[src/rtl/player_move_grid.sv]
`default_nettype none
// ============================================================================
// Module   : player_move_grid
// Purpose  : Per-frame, grid-aware movement controller for one player sprite
//            (keypad decode, speed scaling, corner assist, rollback, clamping).
// Revision : 1.0  initial release
// ============================================================================
module player_move_grid #(
    parameter int INITIAL_X    = 288,
    parameter int INITIAL_Y    = 188,
    parameter int SPEED        = 64,
    parameter int FP_SHIFT     = 6,
    parameter int TILE         = 32,
    parameter int GRID_X0      = 32,
    parameter int GRID_Y0      = 92,
    parameter int ALIGN_TOL    = 8,
    parameter int FRAME_LEFT   = 2,
    parameter int FRAME_RIGHT  = 576,
    parameter int FRAME_TOP    = 92,
    parameter int FRAME_BOTTOM = 416
) (
    input  logic               clk,
    input  logic               resetN,
    input  logic               startOfFrame,
    input  logic [3:0]         key,
    input  logic               keyIsPressed,
    input  logic [1:0]         speedLevel,
    input  logic               freeze,
    input  logic               collision,
    output logic signed [10:0] topLeftX,
    output logic signed [10:0] topLeftY,
    output logic               moving,
    output logic [1:0]         direction
);

    localparam logic [3:0] KEY_UP    = 4'd8;
    localparam logic [3:0] KEY_DOWN  = 4'd2;
    localparam logic [3:0] KEY_LEFT  = 4'd4;
    localparam logic [3:0] KEY_RIGHT = 4'd6;

    localparam logic [1:0] DIR_DOWN  = 2'd0;
    localparam logic [1:0] DIR_UP    = 2'd1;
    localparam logic [1:0] DIR_LEFT  = 2'd2;
    localparam logic [1:0] DIR_RIGHT = 2'd3;

    localparam logic signed [31:0] TILE_FP   = TILE << FP_SHIFT;
    localparam logic signed [31:0] OFF_MASK  = TILE_FP - 32'sd1;
    localparam logic signed [31:0] TOL_FP    = ALIGN_TOL << FP_SHIFT;
    localparam logic signed [31:0] HI_FP     = (TILE - ALIGN_TOL) << FP_SHIFT;
    localparam logic signed [31:0] GX0_FP    = GRID_X0 << FP_SHIFT;
    localparam logic signed [31:0] GY0_FP    = GRID_Y0 << FP_SHIFT;
    localparam logic signed [31:0] INIT_X_FP = INITIAL_X << FP_SHIFT;
    localparam logic signed [31:0] INIT_Y_FP = INITIAL_Y << FP_SHIFT;
    localparam logic signed [31:0] LEFT_FP   = FRAME_LEFT << FP_SHIFT;
    localparam logic signed [31:0] RIGHT_FP  = FRAME_RIGHT << FP_SHIFT;
    localparam logic signed [31:0] TOP_FP    = FRAME_TOP << FP_SHIFT;
    localparam logic signed [31:0] BOTTOM_FP = FRAME_BOTTOM << FP_SHIFT;
    localparam logic signed [31:0] SPEED_S   = SPEED;

    typedef enum logic [2:0] {
        IDLE            = 3'd0,
        MOVE            = 3'd1,
        WAIT_FOR_EOF    = 3'd2,
        POSITION_CHANGE = 3'd3,
        POSITION_LIMITS = 3'd4
    } state_t;

    state_t state;
    state_t state_nxt;

    logic signed [31:0] pos_x;
    logic signed [31:0] pos_y;
    logic signed [31:0] saved_x;
    logic signed [31:0] saved_y;
    logic signed [31:0] vel_x;
    logic signed [31:0] vel_y;

    logic signed [31:0] off_x;
    logic signed [31:0] off_y;
    logic signed [31:0] step;
    logic signed [31:0] vel_x_nxt;
    logic signed [31:0] vel_y_nxt;
    logic               req_horiz;
    logic               req_vert;
    logic               req_valid;
    logic [1:0]         req_dir;

    function automatic logic signed [31:0] smin(input logic signed [31:0] a,
                                                input logic signed [31:0] b);
        return (a < b) ? a : b;
    endfunction

    // Nudge toward the nearest grid line when within tolerance of it.
    function automatic logic signed [31:0] assist(input logic signed [31:0] off,
                                                  input logic signed [31:0] stp);
        if (off <= TOL_FP) begin
            return -smin(stp, off);
        end else if (off >= HI_FP) begin
            return smin(stp, TILE_FP - off);
        end else begin
            return '0;
        end
    endfunction

    function automatic logic signed [31:0] clamp(input logic signed [31:0] v,
                                                 input logic signed [31:0] lo,
                                                 input logic signed [31:0] hi);
        if (v < lo) begin
            return lo;
        end else if (v > hi) begin
            return hi;
        end else begin
            return v;
        end
    endfunction

    assign topLeftX = 11'(pos_x >>> FP_SHIFT);
    assign topLeftY = 11'(pos_y >>> FP_SHIFT);

    // Offsets within the tile; the mask yields a non-negative modulo.
    assign off_x = (pos_x - GX0_FP) & OFF_MASK;
    assign off_y = (pos_y - GY0_FP) & OFF_MASK;

    always_comb begin
        req_horiz = (key == KEY_LEFT) || (key == KEY_RIGHT);
        req_vert  = (key == KEY_UP)   || (key == KEY_DOWN);
        req_valid = keyIsPressed && !freeze && (req_horiz || req_vert);
        step      = SPEED_S * $signed({30'd0, speedLevel} + 32'd1);
        vel_x_nxt = '0;
        vel_y_nxt = '0;
        req_dir   = DIR_DOWN;

        case (key)
            KEY_UP:    req_dir = DIR_UP;
            KEY_LEFT:  req_dir = DIR_LEFT;
            KEY_RIGHT: req_dir = DIR_RIGHT;
            default:   req_dir = DIR_DOWN;
        endcase

        if (req_valid) begin
            if (req_horiz) begin
                if (off_y == '0) begin
                    vel_x_nxt = (key == KEY_RIGHT) ? step : -step;
                end else begin
                    vel_y_nxt = assist(off_y, step);
                end
            end else begin
                if (off_x == '0) begin
                    vel_y_nxt = (key == KEY_DOWN) ? step : -step;
                end else begin
                    vel_x_nxt = assist(off_x, step);
                end
            end
        end
    end

    always_ff @(posedge clk) begin
        if (!resetN) begin
            state <= IDLE;
        end else begin
            state <= state_nxt;
        end
    end

    // Collision has priority over the frame pulse while in MOVE.
    always_comb begin
        state_nxt = state;
        case (state)
            IDLE: begin
                if (startOfFrame) state_nxt = MOVE;
            end
            MOVE: begin
                if (collision) begin
                    state_nxt = WAIT_FOR_EOF;
                end else if (startOfFrame) begin
                    state_nxt = POSITION_CHANGE;
                end
            end
            WAIT_FOR_EOF: begin
                if (startOfFrame) state_nxt = POSITION_CHANGE;
            end
            POSITION_CHANGE: state_nxt = POSITION_LIMITS;
            POSITION_LIMITS: state_nxt = MOVE;
            default:         state_nxt = IDLE;
        endcase
    end

    always_ff @(posedge clk) begin
        if (!resetN) begin
            pos_x     <= '0;
            pos_y     <= '0;
            saved_x   <= '0;
            saved_y   <= '0;
            vel_x     <= '0;
            vel_y     <= '0;
            moving    <= 1'b0;
            direction <= DIR_DOWN;
        end else begin
            case (state)
                IDLE: begin
                    pos_x <= INIT_X_FP;
                    pos_y <= INIT_Y_FP;
                    vel_x <= '0;
                    vel_y <= '0;
                end
                MOVE: begin
                    if (req_valid) direction <= req_dir;
                    if (collision) begin
                        pos_x <= saved_x;
                        pos_y <= saved_y;
                        vel_x <= '0;
                        vel_y <= '0;
                    end else begin
                        vel_x <= vel_x_nxt;
                        vel_y <= vel_y_nxt;
                    end
                end
                WAIT_FOR_EOF: begin
                    vel_x <= '0;
                    vel_y <= '0;
                end
                POSITION_CHANGE: begin
                    saved_x <= pos_x;
                    saved_y <= pos_y;
                    pos_x   <= pos_x + vel_x;
                    pos_y   <= pos_y + vel_y;
                    moving  <= (vel_x != '0) || (vel_y != '0);
                end
                POSITION_LIMITS: begin
                    pos_x <= clamp(pos_x, LEFT_FP, RIGHT_FP);
                    pos_y <= clamp(pos_y, TOP_FP, BOTTOM_FP);
                end
                default: begin
                    vel_x <= '0;
                    vel_y <= '0;
                end
            endcase
        end
    end

endmodule
`default_nettype wire
[config.mk]
export PLATFORM = sky130hd
export DESIGN_NAME = player_move_grid
export DESIGN_NICKNAME = d
export VERILOG_FILES = /design/src/rtl/player_move_grid.sv
export SDC_FILE = /design/constraint.sdc
export NUM_CORES = 1
export LEC_CHECK = 0
export CAP_MARGIN = 25
export CORE_MARGIN = 10
export CORE_UTILIZATION = 30
export CTS_BUF_LIST = sky130_fd_sc_hd__clkbuf_4
export DETAILED_ROUTE_END_ITERATION = 16
export HOLD_SLACK_MARGIN = 0.02
export MAX_ROUTING_LAYER = met4
export SLEW_MARGIN = 20
export SYNTH_ARGS = -nofsm -noshare
export SYNTH_HDL_FRONTEND = slang
export SYNTH_SLANG_ARGS = --single-unit
[constraint.sdc]
create_clock -name clk -period 4.05 [get_ports clk]
set_input_delay 0.6075 -clock clk [delete_from_list [all_inputs] [get_ports clk]]
set_output_delay 0.6075 -clock clk [all_outputs]
set_load 0.05 [all_outputs]
## Word level (Yosys, flattened, before mapping)

Index checks and enable logic that the tools add are counted.

| storage, ports and cells | value |
|---|---|
| register bits after elaboration | 198 |
| input port bits | 12 |
| word-level logic and storage cells | 95 |

| cells by class | value |
|---|---|
| add/subtract/negate cells | 10 |
| $lt $le $gt $ge | 12 |
| eq/ne operators | 12 |
| muxes and demuxes | 35 |
| reductions and logical operators | 17 |

Operator list:

| cell | number |
|---|---|
| 2-to-1 mux 32 bit | 24 |
| case mux 32 bit (4 select lines) | 2 |
| case mux 32 bit (2 select lines) | 2 |
| adder 32 bit | 2 |
| logical NOT 32 bit | 2 |
| negation 11 -> 32 bit | 2 |
| nonzero test 32 bit | 2 |
| greater-than comparator 32 x 16 -> 1 bit, second input constant | 1 |
| greater-than comparator 32 x 17 -> 1 bit, second input constant | 1 |
| < comparator 32 x 14 -> 1 bit, second input constant | 1 |
| < comparator 32 x 9 -> 1 bit, second input constant | 1 |
| negation 9 -> 32 bit | 1 |
| < comparator 10 x 13 -> 1 bit | 2 |
| subtractor 12 x 11 -> 13 bit, first input constant | 2 |
| >= comparator 11 bit, second input constant | 2 |
| <= comparator 11 x 10 -> 1 bit, second input constant | 2 |
| < comparator 9 x 11 -> 1 bit | 2 |
| 2-to-1 mux 11 bit | 2 |
| case mux 3 bit (5 select lines) | 1 |
| subtractor 11 x 1 -> 11 bit, second input constant | 1 |
| subtractor 11 x 9 -> 11 bit, second input constant | 1 |
| 2-to-1 mux 3 bit | 3 |
| == test 4 x 3 -> 1 bit, second input constant | 2 |
| == test 3 x 2 -> 1 bit, second input constant | 2 |
| other kinds (16) | 23 |

## Logic depth before layout (Yosys ltp)

| logic depth | value |
|---|---|
| depth in word-level cells | 11 |
| gate-level depth with buffers | 17 |
| gate-level depth less buffers | 14 |

## Least setup slack after synthesis

No wires, ideal clock.

| timing | value |
|---|---|
| kind | input port to flip-flop |
| from | in speedLevel[0] |
| to | reg vel_y[8] |
| library setup time | 0.117 ns |
| arrival time | 3.828 ns |
| setup slack | 0.105 ns |
| stages on the path | 16 |
| buffers on the path | 3 |
| path through | clkbuf_1 inv_1 ha_1 ha_1 o21ai_0 a2111oi_4 buf_4 nand2_1 ha_1 buf_1 nand2_1 xnor2_1 nor2_1 a211oi_1 o21ai_1 a32o_1 |

| between the ends | value |
|---|---|
| cells in the longest elaborated chain, start to end | 10 |
| elaborated cells between the ends (all ways) | 16 |

RTL lines:

| element | line | text |
|---|---|---|
| start, declared | 27 | `input logic [1:0] speedLevel,` |
| adder 2 x 1 -> 3 bit * | 128 | `step = SPEED_S * $signed({30'd0, speedLevel} + 32'd1);` |
| < comparator 9 x 11 -> 1 bit or < comparator 10 x 13 -> 1 bit (tied branches) | 90 | `return (a < b) ? a : b;` |
| 2-to-1 mux 11 bit or 2-to-1 mux 32 bit (tied branches) | 90 |  |
| negation 11 -> 32 bit or 2-to-1 mux 32 bit (tied branches) | 97, 98 |  |
| 2-to-1 mux 32 bit | 96 | `if (off <= TOL_FP) begin` |
| 2-to-1 mux 32 bit | 142 | `if (off_y == '0) begin` |
| 2-to-1 mux 32 bit * | 141 | `if (req_horiz) begin` |
| 2-to-1 mux 32 bit * | 140 | `if (req_valid) begin` |
| 2-to-1 mux 32 bit * | 208 | `if (collision) begin` |
| case mux 32 bit (2 select lines) * | 199 | `case (state)` |
| end signal, assigned | 215 | `vel_y <= vel_y_nxt;` |
| end, declared | 76 | `logic signed [31:0] vel_y;` |

Every way passes the cells marked *; elsewhere a longest branch is shown, timed or not.
A chain may end at the register's enable or synchronous reset.

## Worst setup path after layout

| timing | value |
|---|---|
| from | reg pos_y[2] |
| to | reg vel_y[3] |

| between the ends | value |
|---|---|
| cells in the longest elaborated chain, start to end | 11 |
| elaborated cells between the ends (all ways) | 17 |

RTL lines:

| element | line | text |
|---|---|---|
| start, declared | 72 | `logic signed [31:0] pos_y;` |
| start signal, assigned | 210 | `pos_y <= saved_y;` |
| start signal, assigned | 226 | `pos_y <= pos_y + vel_y;` |
| start signal, assigned | 231 | `pos_y <= clamp(pos_y, TOP_FP, BOTTOM_FP);` |
| subtractor 11 x 9 -> 11 bit * | 122 | `assign off_y = (pos_y - GY0_FP) & OFF_MASK;` |
| subtractor 12 x 11 -> 13 bit | 99 | `return smin(stp, TILE_FP - off);` |
| < comparator 10 x 13 -> 1 bit | 90 |  |
| 2-to-1 mux 32 bit | 90 |  |
| 2-to-1 mux 32 bit | 98 | `end else if (off >= HI_FP) begin` |
| 2-to-1 mux 32 bit | 96 |  |
| 2-to-1 mux 32 bit * | 142 |  |
| 2-to-1 mux 32 bit * | 141 |  |
| 2-to-1 mux 32 bit * | 140 |  |
| 2-to-1 mux 32 bit * | 208 |  |
| case mux 32 bit (2 select lines) * | 199 |  |

Marks and branches as above.

==> qor.yml <==
overflow: 0
worst_pin_slew_ns: 0.941
cts_repair_resize_count: 0
combinationalPowerShare_pct: 26.1
hp-class: "flip-flop to flip-flop"
port_buffers: 36
dp_hpwl_um: 25300
clock-root-buffer: "clkbuf_4"
fin_nets: 1637
clk_latency_ns: 0.61
io-pin-count: 37
rr_worst_depth: 15
crit_type: "flip-flop to flip-flop"
crit_required_ns: 4.61
ys_ff_latch: 178
fp.dieH_um: 222
leakagePower_nw: 5.37
gp_congestion: 0.908
crit_fanout: 10
drtAntennaViolNets: 0
cp_data_arrival_time_ns: 3.91
synth.top_cell.area_share_pct: 29.0
ys_types: 92
synth_flop_cell: "dfxtp_1"
p_sw_share_pct: 38.4
ys_async_sr_fraction_pct: 0
mappedNetlistArea_sq_um: 12300
antenna_found_initial: 0
rows: 74
regToRegStartpoint: "pos_y[2]"
finalSetupTns_ns: 0
grt_max_degree: 84
rsz0062_at_grt: "false"
coreArea_sq_um: 40600
p_int_w: 0.00248
routed_wl_um: 35400
min_delay_path_depth: 2
num_antenna_cells: 0
total_power_w: 0.00403
r2r_slack_ns: 0.70
cts_made_buffers: 17
final_common_cell: "nand2_1"
clock_path_buffers: 2
track_usage_pct: 14.2
fin_crit_ns: 3.35
start_util_pct: 30.2
yosysWarningCount: 0
post_drt_wl_per_cell_um: 17.0
period_share_pct: 82.7
cts_hold_buffers: 0
slew-limit-headroom_pct: 37.3
final_cell_mix: "nand2_1, dfxtp_1, o21ai_0"
seq_power_share_pct: 47.0
cts_tree: "yes"
hold_path_end: "saved_y[0]"
synth_edf_count: 0
drive_gt1_share_pct: 6.52
finalHoldViolations: 0
htreeDepth: 4
cts.sinks: 178
setup_viol: 0
vias: 11100
maxSlewViolCount: 0
syn_avg_cell_area_sq_um: 7.84
status: "finished clean"
drt_pass1_iterations: 5
end_kind: "flip-flop"
synthTopCellsByArea: "dfxtp_1, ha_1, nand2_1"
ys_seq_area_share_pct: 29.0
timing.rr.end: "vel_y[3]"
max_cap_violations: 0
max_clock_freq_mhz: 299
clkPwrFrac_pct: 26.9
syn_inst: 1566
syn2layout_area_growth_pct: 8.32
powerDensity_nw_per_um2: 303
final_core_utilization_pct: 32.7
die_w_um: 222
critPathLaunchType: "flip-flop"
drt_iter0_markers: 767
fin_skew_ns: 0.0362
p_switching_w: 0.00155
via_per_inst: 5.33
synth_top_area_cell: "dfxtp_1"
dieArea_sq_um: 49400
hp-start: "saved_y[0]"
fill_cells: 4282
grt_first_pass_wirelength_um: 57000
postCtsSetupBuffers: 0
peakVddDrop_v: 0.000195
grt_pass1_vias: 10400
drc: 0
path_clk_slew_ns: 0.18
-- worst max path at each step --
| stage | startpoint | to | slack (ns) |
|---|---|---|---|
| finish | pos_y[2] | vel_y[3] | 0.70 |
| detailed placement | speedLevel[0] | vel_x[6] | 0.33 |
| global route | pos_y[2] | vel_y[3] | 0.42 |
| CTS | pos_y[2] | vel_y[3] | 0.75 |
| global placement | speedLevel[0] | vel_x[6] | 0.39 |
| floorplan | speedLevel[0] | vel_y[8] | 0.10 |
-- synth_stat cells, types with 4 or more instances --
cell type  instances
a211o_1            4
a211oi_1          11
a21boi_0          69
a21boi_1          12
a21o_1            31
a21oi_1          102
a221oi_1          10
a22o_1             4
a22oi_1           38
a31oi_1           14
a32oi_1            4
and2_1            20
and3_1             6
buf_1              5
buf_2             12
buf_4             24
clkbuf_1          68
dfxtp_1          178
ha_1              88
inv_1             49
mux2i_1            6
nand2_1          284
nand2b_1          13
nand3_1           37
nand4_1           13
nor2_1            65
nor2b_1           13
nor3_1            15
nor4_1            24
o2111ai_1          4
o211a_1           18
o211ai_1          13
o21a_1            10
o21ai_0          113
o21ai_1           10
o21bai_1           7
o221ai_1           5
o22ai_1            4
or3_1              4
xnor2_1           47
xor2_1            34
-- routing by layer --
| layer | up-vias | GRT usage [%] | wire length, um |
|---|---|---|---|
| met4 | 0 | 2.66 | 439 |
| met3 | 26 | 2.27 | 1360 |
| met1 | 5306 | 19.2 | 17500 |
| met2 | 212 | 21.8 | 16100 |
| li1 | 5547 | - | - |
| met5 | - | - | 0 |
-- flip-flops by register name, summed over array words and instances, names as in the netlist --
name	count
vel_x	22
pos_y	32
saved_y	32
pos_x	32
state	3
direction	2
moving	1
saved_x	32
vel_y	22
-- critical path, stage by stage, from the launching register on --
cell and delay [ns]:
dfxtp_1 0.50, nor4_4 0.31, buf_4 0.20, nand3_1 0.11, xnor2_1 0.33, inv_1 0.08
ha_1 0.30, nand2_1 0.06, nor3_1 0.12, nand3_1 0.11, o41ai_2 0.28, o21ai_2 0.20
nor2_1 0.32, nor2_1 0.07, nor2_1 0.16, a22o_1 0.15
-- cells by family after synthesis --
group,count (synthesis),share of synthesized area [%]
muxes,7,0.581
xor gates and xnor gates,81,5.78
DFF,178,29.0
and+or+nand+nor,524,20.0
adders and majority gates,90,9.30
other,1,0.0305
buffers and inverters,161,5.91
AOI/OAI and AO/OA,524,29.3
-- cell type report --
type | instances | area, sq um | area share [%]
Clock buffer | 17 | 128 | 0.960
Clock inverter | 15 | 191 | 1.44
Inverter | 49 | 184 | 1.38
Multi-Input combinational cell | 1228 | 8020 | 60.3
Sequential cell | 178 | 3560 | 26.8
Tap cell | 532 | 666 | 5.01
Timing Repair Buffer | 61 | 546 | 4.10
-- power by group through the flow --
stage / logic, W / clock network (W) / registers (W)
after floorplan: 0.000814 / 0 / 0.00188
after global placement: 0.00104 / 0 / 0.00193
after detailed placement: 0.00105 / 0 / 0.00193
after CTS: 0.00105 / 0.00112 / 0.00189
after global routing: 0.00116 / 0.00119 / 0.00190
final: 0.00105 / 0.00109 / 0.00189
-- per-stage QoR --
step                cell area [sq um]  cells  hold WS [ns]  setup WS [ns]
finish                          13300   2080         0.473          0.703
global route                    13300   2080         0.497          0.424
CTS                             13300   2080         0.477          0.749
detailed placement              13000   2048         0.456          0.332
global placement                13000   2048         0.450          0.385
floorplan                       12300   1567         0.439          0.105
Note: power is estimated with default switching activity, not from simulation.
